===== src/rtl/softmax_pkg.sv =====
// Purpose : shared constants and FSM encoding for the softmax mode 1 running-max stage.
// Contents: element width, lane count, vector length limits, fp16 -inf constant,
//           and the three-state encoding used by mode1_max_accum.
package softmax_pkg;

    localparam int DATAWIDTH = 16;
    localparam int LANES     = 4;
    localparam int MAX_BEATS = 256;
    localparam int LEN_W     = $clog2(MAX_BEATS + 1);
    // Element index = beat * LANES + lane, so two extra bits hold the lane.
    localparam int IDX_W     = LEN_W + 2;

    localparam logic [DATAWIDTH-1:0] FP16_NEG_INF = 16'hFC00;

    typedef enum logic [1:0] {
        ST_IDLE  = 2'd0,
        ST_ACCUM = 2'd1,
        ST_DONE  = 2'd2
    } state_t;

endpackage


===== src/rtl/fp16_max2.sv =====
// Purpose : combinational two-input fp16 maximum with a payload passthrough.
//           Operand A is the earlier element: on a tie A is returned, so callers
//           get "earliest element wins" by wiring the earlier value to A.
//           +0 and -0 compare equal; NaN is not supported.
// Ports   : i_a, i_b  {payload, fp16} operands, payload is IDX_W bits (may be 0)
//           o_max     the winning operand including its payload
module fp16_max2 #(
    parameter int IDX_W = 0
) (
    input  logic [16+IDX_W-1:0] i_a,
    input  logic [16+IDX_W-1:0] i_b,
    output logic [16+IDX_W-1:0] o_max
);

    // Maps sign-magnitude fp16 to an unsigned key with the same order.
    // Negative zero is treated as positive so both zeros get the same key.
    function automatic logic [15:0] fp16_key(input logic [15:0] v);
        logic is_neg;
        is_neg = v[15] && (v[14:0] != 15'd0);
        return is_neg ? {1'b0, ~v[14:0]} : {1'b1, v[14:0]};
    endfunction

    logic w_b_wins;

    // Strictly greater only, so equal values keep operand A.
    assign w_b_wins = fp16_key(i_b[15:0]) > fp16_key(i_a[15:0]);
    assign o_max    = w_b_wins ? i_b : i_a;

endmodule


===== src/rtl/mode1_max_accum.sv =====
// Purpose : streaming running-max stage for softmax mode 1. Accepts LANES fp16
//           values per beat, reduces num_beats beats to one fp16 maximum and
//           hands it downstream with a valid/ready handshake.
// Option  : define MODE1_MAX_INDEX_EN to add out_idx, the element index
//           (beat*LANES + lane) of the winning element.
// Ports   : clk, reset (sync, active-high)
//           start, num_beats       begin a vector (honoured in IDLE only)
//           in_valid, in_ready, in_data   beat input, lane i = in_data[i*16 +: 16]
//           out_valid, out_ready, out_max final maximum handshake
//           busy                   high in ACCUM or DONE
//           out_idx                index of the max (MODE1_MAX_INDEX_EN only)
module mode1_max_accum
    import softmax_pkg::*;
(
    input  logic                       clk,
    input  logic                       reset,
    input  logic                       start,
    input  logic [LEN_W-1:0]           num_beats,
    input  logic                       in_valid,
    output logic                       in_ready,
    input  logic [LANES*DATAWIDTH-1:0] in_data,
    output logic                       out_valid,
    input  logic                       out_ready,
    output logic [DATAWIDTH-1:0]       out_max,
    output logic                       busy
`ifdef MODE1_MAX_INDEX_EN
    ,
    output logic [IDX_W-1:0]           out_idx
`endif
);

`ifdef MODE1_MAX_INDEX_EN
    localparam int PW = IDX_W;
`else
    localparam int PW = 0;
`endif

    state_t               r_state;
    state_t               w_next;
    logic [LEN_W-1:0]     r_cnt;
    logic [DATAWIDTH-1:0] r_max;
    logic                 w_accept;
    logic                 w_last;
    logic                 w_load;

    logic [DATAWIDTH+PW-1:0] w_p0, w_p1, w_p2, w_p3;
    logic [DATAWIDTH+PW-1:0] w_m01, w_m23, w_mbeat, w_run, w_fin;

`ifdef MODE1_MAX_INDEX_EN
    logic [LEN_W-1:0] r_beat;
    logic [IDX_W-1:0] r_idx;

    assign w_p0  = {r_beat, 2'd0, in_data[0*DATAWIDTH +: DATAWIDTH]};
    assign w_p1  = {r_beat, 2'd1, in_data[1*DATAWIDTH +: DATAWIDTH]};
    assign w_p2  = {r_beat, 2'd2, in_data[2*DATAWIDTH +: DATAWIDTH]};
    assign w_p3  = {r_beat, 2'd3, in_data[3*DATAWIDTH +: DATAWIDTH]};
    assign w_run = {r_idx, r_max};
    assign out_idx = r_idx;
`else
    assign w_p0  = in_data[0*DATAWIDTH +: DATAWIDTH];
    assign w_p1  = in_data[1*DATAWIDTH +: DATAWIDTH];
    assign w_p2  = in_data[2*DATAWIDTH +: DATAWIDTH];
    assign w_p3  = in_data[3*DATAWIDTH +: DATAWIDTH];
    assign w_run = r_max;
`endif

    // Earlier element always sits on the A side so ties keep the earliest one;
    // the running max is A in the final stage because it comes from older beats.
    fp16_max2 #(.IDX_W(PW)) u_max_01  (.i_a(w_p0),    .i_b(w_p1),    .o_max(w_m01));
    fp16_max2 #(.IDX_W(PW)) u_max_23  (.i_a(w_p2),    .i_b(w_p3),    .o_max(w_m23));
    fp16_max2 #(.IDX_W(PW)) u_max_bt  (.i_a(w_m01),   .i_b(w_m23),   .o_max(w_mbeat));
    fp16_max2 #(.IDX_W(PW)) u_max_run (.i_a(w_run),   .i_b(w_mbeat), .o_max(w_fin));

    assign in_ready  = (r_state == ST_ACCUM);
    assign out_valid = (r_state == ST_DONE);
    assign busy      = (r_state != ST_IDLE);
    assign out_max   = r_max;

    assign w_accept = in_valid && in_ready;
    assign w_last   = w_accept && (r_cnt == {{(LEN_W-1){1'b0}}, 1'b1});
    assign w_load   = (r_state == ST_IDLE) && start && (num_beats != {LEN_W{1'b0}});

    // Next-state decode.
    always_comb begin
        w_next = r_state;
        case (r_state)
            ST_IDLE: begin
                if (w_load) begin
                    w_next = ST_ACCUM;
                end else begin
                    w_next = ST_IDLE;
                end
            end
            ST_ACCUM: begin
                if (w_last) begin
                    w_next = ST_DONE;
                end else begin
                    w_next = ST_ACCUM;
                end
            end
            ST_DONE: begin
                if (out_ready) begin
                    w_next = ST_IDLE;
                end else begin
                    w_next = ST_DONE;
                end
            end
            default: w_next = ST_IDLE;
        endcase
    end

    // State register, beat counter and running max.
    always_ff @(posedge clk) begin
        if (reset) begin
            r_state <= ST_IDLE;
            r_cnt   <= {LEN_W{1'b0}};
            r_max   <= 16'h0000;
`ifdef MODE1_MAX_INDEX_EN
            r_beat  <= {LEN_W{1'b0}};
            r_idx   <= {IDX_W{1'b0}};
`endif
        end else begin
            r_state <= w_next;
            if (w_load) begin
                r_cnt <= num_beats;
                r_max <= FP16_NEG_INF;
`ifdef MODE1_MAX_INDEX_EN
                r_beat <= {LEN_W{1'b0}};
                r_idx  <= {IDX_W{1'b0}};
`endif
            end else if (w_accept) begin
                r_cnt <= r_cnt - {{(LEN_W-1){1'b0}}, 1'b1};
                r_max <= w_fin[DATAWIDTH-1:0];
`ifdef MODE1_MAX_INDEX_EN
                r_beat <= r_beat + {{(LEN_W-1){1'b0}}, 1'b1};
                r_idx  <= w_fin[DATAWIDTH +: IDX_W];
`endif
            end
        end
    end

endmodule


===== config.mk =====
export PLATFORM = sky130hd
export DESIGN_NAME = mode1_max_accum
export DESIGN_NICKNAME = d
export VERILOG_FILES = /design/src/rtl/softmax_pkg.sv /design/src/rtl/fp16_max2.sv /design/src/rtl/mode1_max_accum.sv
export SDC_FILE = /design/constraint.sdc
export NUM_CORES = 1
export LEC_CHECK = 0
export ABC_AREA = 1
export BUFFER_PORTS_ARGS = -buffer_cell sky130_fd_sc_hd__clkbuf_2
export CORE_ASPECT_RATIO = 1.5
export CORE_MARGIN = 2
export CORE_UTILIZATION = 41
export CTS_CLUSTER_DIAMETER = 40
export DETAILED_ROUTE_END_ITERATION = 10
export GPL_TIMING_DRIVEN = 0
export MAX_ROUTING_LAYER = met4
export SYNTH_ARGS = -nofsm -noshare
export SYNTH_HDL_FRONTEND = slang
export SYNTH_HIERARCHICAL = 1
export SYNTH_SLANG_ARGS = --single-unit

===== constraint.sdc =====
create_clock -name clk -period 7.1 [get_ports clk]
set_input_delay 1.42 -clock clk [delete_from_list [all_inputs] [get_ports clk]]
set_output_delay 1.42 -clock clk [all_outputs]
set_load 0.01 [all_outputs]

Word-level counts from Yosys, hierarchy flattened
Index checks and enable logic that the tools add are counted.
{"block": "word_totals", "word_cells": 68, "inputBits": 78, "out_inout_bits": 19, "ff_bits": 27}
{"block": "op_classes", "n_lt_le_gt_ge": 4, "n_bitwise": 8, "reduce_logical": 28, "n_eq_ne": 3, "n_mux": 20, "n_addsub": 1}
{"cell": "two-way mux 16 bit", "count": 14}
{"cell": "inverter 15 bit", "count": 8}
{"cell": "nonzero test 15 bit", "count": 8}
{"cell": "greater-than comparator 16 bit", "count": 4}
{"cell": "two-way mux 9 bit", "count": 2}
{"cell": "logical AND 1 bit", "count": 12}
{"cell": "== test 9 x 1 -> 1 bit, second input constant", "count": 1}
{"cell": "nonzero test 9 bit", "count": 1}
{"cell": "subtractor 9 x 1 -> 9 bit, second input constant", "count": 1}
{"cell": "one-hot mux 2 bit (3 select lines)", "count": 1}
{"cell": "nonzero test 2 bit", "count": 3}
{"cell": "two-way mux 2 bit", "count": 2}
{"cell": "AND reduction 2 bit", "count": 2}
{"cell": "== test 2 x 1 -> 1 bit, second input constant", "count": 1}
{"cell": "== test 2 bit, second input constant", "count": 1}
{"cell": "logical NOT 2 bit", "count": 1}
{"cell": "OR reduction 2 bit", "count": 1}
{"cell": "two-way mux 1 bit", "count": 1}

Logic depth before layout (Yosys ltp)
{"block": "depth", "ltp_word": 17, "mapped_depth": 64, "depth_no_buf": 59}

Modules after synthesis
The synthesis kept the hierarchy.
{"module": "fp16_max2", "seq_area_each_um2": 0.0, "area_each_um2": 1028.5, "n_inst": 4, "cells_per_inst": 164}
{"module": "mode1_max_accum", "seq_area_each_um2": 540.5, "area_each_um2": 1360.1, "n_inst": 1, "cells_per_inst": 200}

Worst setup path after synthesis
No wires, ideal clock.
{"block": "synth_path", "path_type": "input to register", "from": "input in_data[8]", "to": "register r_max[9] (netlist: out_max[9])", "path_buffers": 6, "setup_time_ns": 0.070, "required_ns": 7.030, "arrival_ns": 7.200, "setup_slack_ns": -0.170, "stages": 50, "path_cell_list": "nor4_1 nand3_1 nand2_4 buf_8 xor2_1 ha_1 nand2_1 nor2_1 nand2_1 nand2_1 nand2_1 nand2_2 nand2_4 buf_6 nand2_1 nand2_1 nor4_1 nand3_1 [... 14 more ...] nor4_1 nand3_1 nand2_4 buf_8 xnor2_1 ha_1 nand2_1 nand2_1 nand3_1 nand2_1 a21oi_1 nand2_2 nand2_4 buf_6 nand2_1 nand2_1 nand2_1 a21oi_1"}
{"block": "synth_between", "elab_chain_len": 15, "word_cells_on_any_way": 18, "classes_between": "order compare (3); mux (5); bitwise (3); reduce/logical (7)"}
{"item": "start: declaration", "line_no": "mode1_max_accum.sv:21", "rtl": "input logic [LANES*DATAWIDTH-1:0] in_data,"}
{"item": "nonzero test 15 bit", "line_no": "fp16_max2.sv:19", "rtl": "is_neg = v[15] && (v[14:0] != 15'd0);"}
{"item": "logical AND 1 bit", "line_no": "fp16_max2.sv:19"}
{"item": "two-way mux 16 bit", "line_no": "fp16_max2.sv:20", "rtl": "return is_neg ? {1'b0, ~v[14:0]} : {1'b1, v[14:0]};"}
{"item": "greater-than comparator 16 bit", "line_no": "fp16_max2.sv:26", "rtl": "assign w_b_wins = fp16_key(i_b[15:0]) > fp16_key(i_a[15:0]);"}
{"item": "two-way mux 16 bit *", "line_no": "fp16_max2.sv:27", "rtl": "assign o_max = w_b_wins ? i_b : i_a;"}
{"item": "named net w_m01[8]", "line_no": "mode1_max_accum.sv:47", "rtl": "logic [DATAWIDTH+PW-1:0] w_m01, w_m23, w_mbeat, w_run, w_fin;"}
{"item": "nonzero test 15 bit", "line_no": "fp16_max2.sv:19"}
{"item": "logical AND 1 bit", "line_no": "fp16_max2.sv:19"}
{"item": "two-way mux 16 bit", "line_no": "fp16_max2.sv:20"}
{"item": "greater-than comparator 16 bit", "line_no": "fp16_max2.sv:26"}
{"item": "two-way mux 16 bit *", "line_no": "fp16_max2.sv:27"}
{"item": "named net w_mbeat[8]", "line_no": "mode1_max_accum.sv:47"}
{"item": "nonzero test 15 bit", "line_no": "fp16_max2.sv:19"}
{"item": "logical AND 1 bit", "line_no": "fp16_max2.sv:19"}
{"item": "two-way mux 16 bit *", "line_no": "fp16_max2.sv:20"}
{"item": "greater-than comparator 16 bit *", "line_no": "fp16_max2.sv:26"}
{"item": "AND reduction 2 bit (no source line) *"}
{"item": "end signal: assignment", "line_no": "mode1_max_accum.sv:133", "rtl": "r_max <= w_fin[DATAWIDTH-1:0];"}
{"item": "end: declaration", "line_no": "mode1_max_accum.sv:41", "rtl": "logic [DATAWIDTH-1:0] r_max;"}
Mark *: on every way through the listed nets, which the timed path passes. The rest lies on a longest branch.
A chain may end at the register's enable or synchronous reset.

Worst setup path in the final report
{"block": "layout_path", "from": "input in_data[8]", "to": "register r_max[14] (netlist: out_max[14])"}
{"block": "layout_between", "word_cells_on_any_way": 22, "classes_between": "order compare (3); mux (8); bitwise (3); reduce/logical (8)"}
{"item": "nonzero test 15 bit", "line_no": "fp16_max2.sv:19"}
{"item": "logical AND 1 bit", "line_no": "fp16_max2.sv:19"}
{"item": "two-way mux 16 bit *", "line_no": "fp16_max2.sv:20"}
{"item": "greater-than comparator 16 bit *", "line_no": "fp16_max2.sv:26"}
{"item": "two-way mux 16 bit *", "line_no": "fp16_max2.sv:27"}
{"item": "named net w_m01[10]", "line_no": "mode1_max_accum.sv:47"}
{"item": "nonzero test 15 bit", "line_no": "fp16_max2.sv:19"}
{"item": "logical AND 1 bit", "line_no": "fp16_max2.sv:19"}
{"item": "two-way mux 16 bit *", "line_no": "fp16_max2.sv:20"}
{"item": "greater-than comparator 16 bit *", "line_no": "fp16_max2.sv:26"}
{"item": "two-way mux 16 bit *", "line_no": "fp16_max2.sv:27"}
{"item": "named net w_mbeat[14]", "line_no": "mode1_max_accum.sv:47"}
{"item": "two-way mux 16 bit *", "line_no": "fp16_max2.sv:27"}
{"item": "named net w_fin[14]", "line_no": "mode1_max_accum.sv:47"}
{"item": "two-way mux 16 bit *", "line_no": "mode1_max_accum.sv:131", "rtl": "end else if (w_accept) begin"}
{"item": "two-way mux 16 bit *", "line_no": "mode1_max_accum.sv:124", "rtl": "if (w_load) begin"}
Mark *: on every way through the listed nets, which the timed path passes. The rest lies on a longest branch. The select of a mux whose other input is x is not followed.

==> out/results.txt <==
The share of synthesized area occupied by flip-flops and latches is 0.0987, and the endpoint required time on the critical path is 7260 ps. The maximum fanout count along the critical path is 7. After routing the design area is 0.00773 sq mm. The worst-case setup slack after placement came out at -1370 ps.

In this run the most critical hold path is launched from r_cnt[0]$_SDFFE_PP0P_. The count of final setup violators came out at 16. Cell seen most often among critical-path stages: nand2_4. From synthesis to final layout, the design area changed by 41.2%. For this run, design rule violations remaining after detail routing come to 0. The logs give 0 for the post-cts hold buffer count and 5859 for the via count of the first global-routing pass. The register clock-pin slew on the reported worst setup and hold paths was 60 ps. After floorplanning, the core was divided into 51 placement rows. For this run, the slowest stage of the critical path takes 310 ps. The die covers 0.0143 sq mm.

The average cell area after synthesis was 6.39 sq um. The final worst-path cycle share works out to 1.08. Measured along the x axis, the die boundary spans 98.3 um. Total number of H-tree levels: 1. Setup repair after global routing could not meet its margin everywhere. The worst min-delay path class was flop to flop. The number of routed nets with antenna violations was 0. Count of final max-slew check failures: 0. The slew at the pin closest to its max-slew limit was 514 ps. Once detailed placement completed, the half-perimeter wirelength came to 12.8 mm.

In the layout the commonest cells are 196 x nand2_1, 88 x clkbuf_2, 86 x nand3_1. In this run the power density over the cells is 296 mW/mm^2. The buffer type at the clock tree root was clkbuf_16.

After detailed routing, the number of vias per cell comes to 5.04. The worst slew margin relative to its limit is 0.657. The run gives 4 as the number of optimization iterations in the first detailed-route pass. The routed wire length came out at 16.7 mm.

The endpoint class of the critical path was a flop. Dividing the detail-routed wire length by the instance count gives 13.9 um. Worst setup skew after layout: 3.20 ps. The run gives 0.0130 sq mm as the placeable core region. The tools report the count of routing violations after the opening detailed-route iteration as 164. The path depth of the worst reg2reg path was 17; the worst-case setup margin in the final layout was -552 ps. Derived from the worst setup path, the maximum achievable clock frequency is 131 MHz.

For this design the top-level I/O count stands at 97. The worst setup path is launched from an input port. After synthesis, the netlist uses 31 different library cells. The logs give 0.00629 sq mm for the post-detailed-placement cell area and 260 ps for the clock latency on the worst-skew pair. Global routing finished with a remaining overflow of 0. The post-route worst hold slack was 515 ps; the shortest period the worst path allows was 7650 ps. After synthesis, the cell types taking the most area are nand2_1 17%, ha_1 15%, xor2_1 14%, dfxtp_1 9.9%, nand3_1 8.9%. In this run the register-to-register setup slack is 4040 ps.

The count of fill cells added during filler insertion is 1329, and the vias after detailed routing is 6024. The final weighted congestion in routability-driven placement came out at 0.859. The logs give 0.229 for the overall routing resource usage and 1000 for the net count after synthesis. The logs give 3 for the TritonCTS buffer count and 26.8 mm for the first-pass GRT wire length. The tools report the final hold violation count as 0. The reg-to-reg critical path endpoint was out_max[9]$_SDFFE_PP0N_. Entering global routing, the biggest net connects 15 pins. The worst hold path terminates at r_cnt[0]$_SDFFE_PP0P_. Measured along the y axis, the die boundary spans 146 um.

No sink is reached through more buffers than the 2 on the longest clock path. The clock net in this run drives a total of 27 sinks. The slowest stage of the critical path is the ha_1 cell. The library cell with the largest summed area after synthesis was nand2_1.

After synthesis the cells add up to 0.00547 sq mm. The cell count after synthesis came out at 856. Input and output buffers added on the ports amount to 96. The worst ir drop on vdd is 0.158 mV.

For the reported leakage power, the log shows 3.85 nW. Worst flop-to-flop path startpoint: out_max[8]$_SDFFE_PP0N_. The logs give 0 for the diode insertion count for antenna repair and 0 for the number of violations of the max-capacitance limit. The cell depth of the worst hold path works out to 2. Counting flops and latches in the post-synthesis netlist gives 27.

The initial core utilization is 0.421. TritonCTS built the clock tree. The class of the most critical setup path was input port to flop.

The tools report the final layout net count as 1182. The share of the synthesized area in the top cell type works out to 0.173. The final reports fail on negative setup slack.

The critical path arrival was 7810 ps. The most common library cell in the layout ignoring fill and taps was nand2_1. Fraction of layout instances using a drive strength above 1: 0.349.

The Yosys step of the flow raised 6 warnings. The initial antenna violation count came out at 0. The flow ran to the end, but the final reports show violations.
[sequential cells by signal, summed over array words and instances (netlist names)]
| name | flops |
|---|---|
| r_cnt | 9 |
| r_state | 2 |
| out_max | 16 |
[layer usage]
| layer | vias up | GRT usage | share of wire |
|---|---|---|---|
| met4 | 0 | 0.0856 | 0.037 |
| met5 | - | - | 0 |
| li1 | 3142 | - | - |
| met2 | 103 | 0.442 | 0.56 |
| met1 | 2735 | 0.238 | 0.38 |
| met3 | 44 | 0.0120 | 0.020 |
[timing repair]
action                     4_1_cts  5_1_grt
gates cloned                     9        5
buffers inserted                38       29
setup endpoints to repair       16       16
resized for setup               61      120
pin swaps                       56       91
[critical path: cells and delay by family]
kind	cells	cell delay, ps
and+or+nand+nor	29	3690
adders and majority gates	3	890
xor gates and xnor gates	3	270
buffers and inverters	10	1530
[cell families after synthesis]
| family | after synthesis | share of synthesized area |
|---|---|---|
| buf+inv | 89 | 0.0875 |
| fa+ha+maj | 66 | 0.151 |
| simple gates | 490 | 0.406 |
| flops | 27 | 0.0987 |
| compound gates | 62 | 0.0619 |
| xor+xnor | 122 | 0.195 |
[metrics by stage]
step	setup TNS, ps	std cells	utilization	total power, W
5_1_grt	-15930	1196	0.594	0.00252
2_1_floorplan	-683	856	-	0.00135
6_report	-8440	1196	0.594	0.00229
4_1_cts	-9170	1162	0.538	0.00203
3_3_place_gp	-19570	1111	0.483	0.00165
3_5_place_dp	-20640	1111	0.483	0.00166
[worst max path at each step]
stage / cells after the start / to / start
6_report: 45 / out_max[14]$_SDFFE_PP0P_ / in_data[8]
5_1_grt: 59 / out_max[9]$_SDFFE_PP0N_ / in_data[6]
4_1_cts: 44 / out_max[14]$_SDFFE_PP0P_ / in_data[59]
3_5_place_dp: 43 / out_max[14]$_SDFFE_PP0P_ / in_data[56]
3_3_place_gp: 44 / out_max[5]$_SDFFE_PP0N_ / in_data[56]
2_1_floorplan: 44 / out_max[12]$_SDFFE_PP0P_ / in_data[24]
[Yosys cell counts]
cell and instances:
nand2_1 252, nand3_1 97, xor2_1 86, nor2_1 77
ha_1 66, inv_1 63, a21oi_1 42, xnor2_1 36
dfxtp_1 27, nand2_4 14, nand4_1 11, buf_8 8
nor3_1 8, nor4_1 8, o21ai_0 7, nor2_2 6
o21ai_1 6, buf_2 5, buf_4 5, nand2_2 5
nand3_2 5, a21o_1 4, buf_6 4, nor3_2 4
a21boi_0 2, clkbuf_1 2, inv_2 2, nor2_4 1
nor3b_1 1, o21bai_4 1, or2_0 1
[power by group]
group,switching [W],internal (W)
Combinational,0.00107,0.000900
Sequential,0.0000220,0.000167
Clock,0.0000504,0.0000769
[area by class of cell]
| class | instances | area [sq um] | share of cell area |
|---|---|---|---|
| Sequential cell | 27 | 541 | 0.0699 |
| Multi-Input combinational cell | 742 | 5020 | 0.649 |
| Buffer | 24 | 310 | 0.0401 |
| Timing Repair Buffer | 175 | 1330 | 0.172 |
| Clock buffer | 4 | 78.8 | 0.0102 |
| Inverter | 65 | 251 | 0.0325 |
| Tap cell | 159 | 199 | 0.0257 |
(Power assumes the default switching activity.)
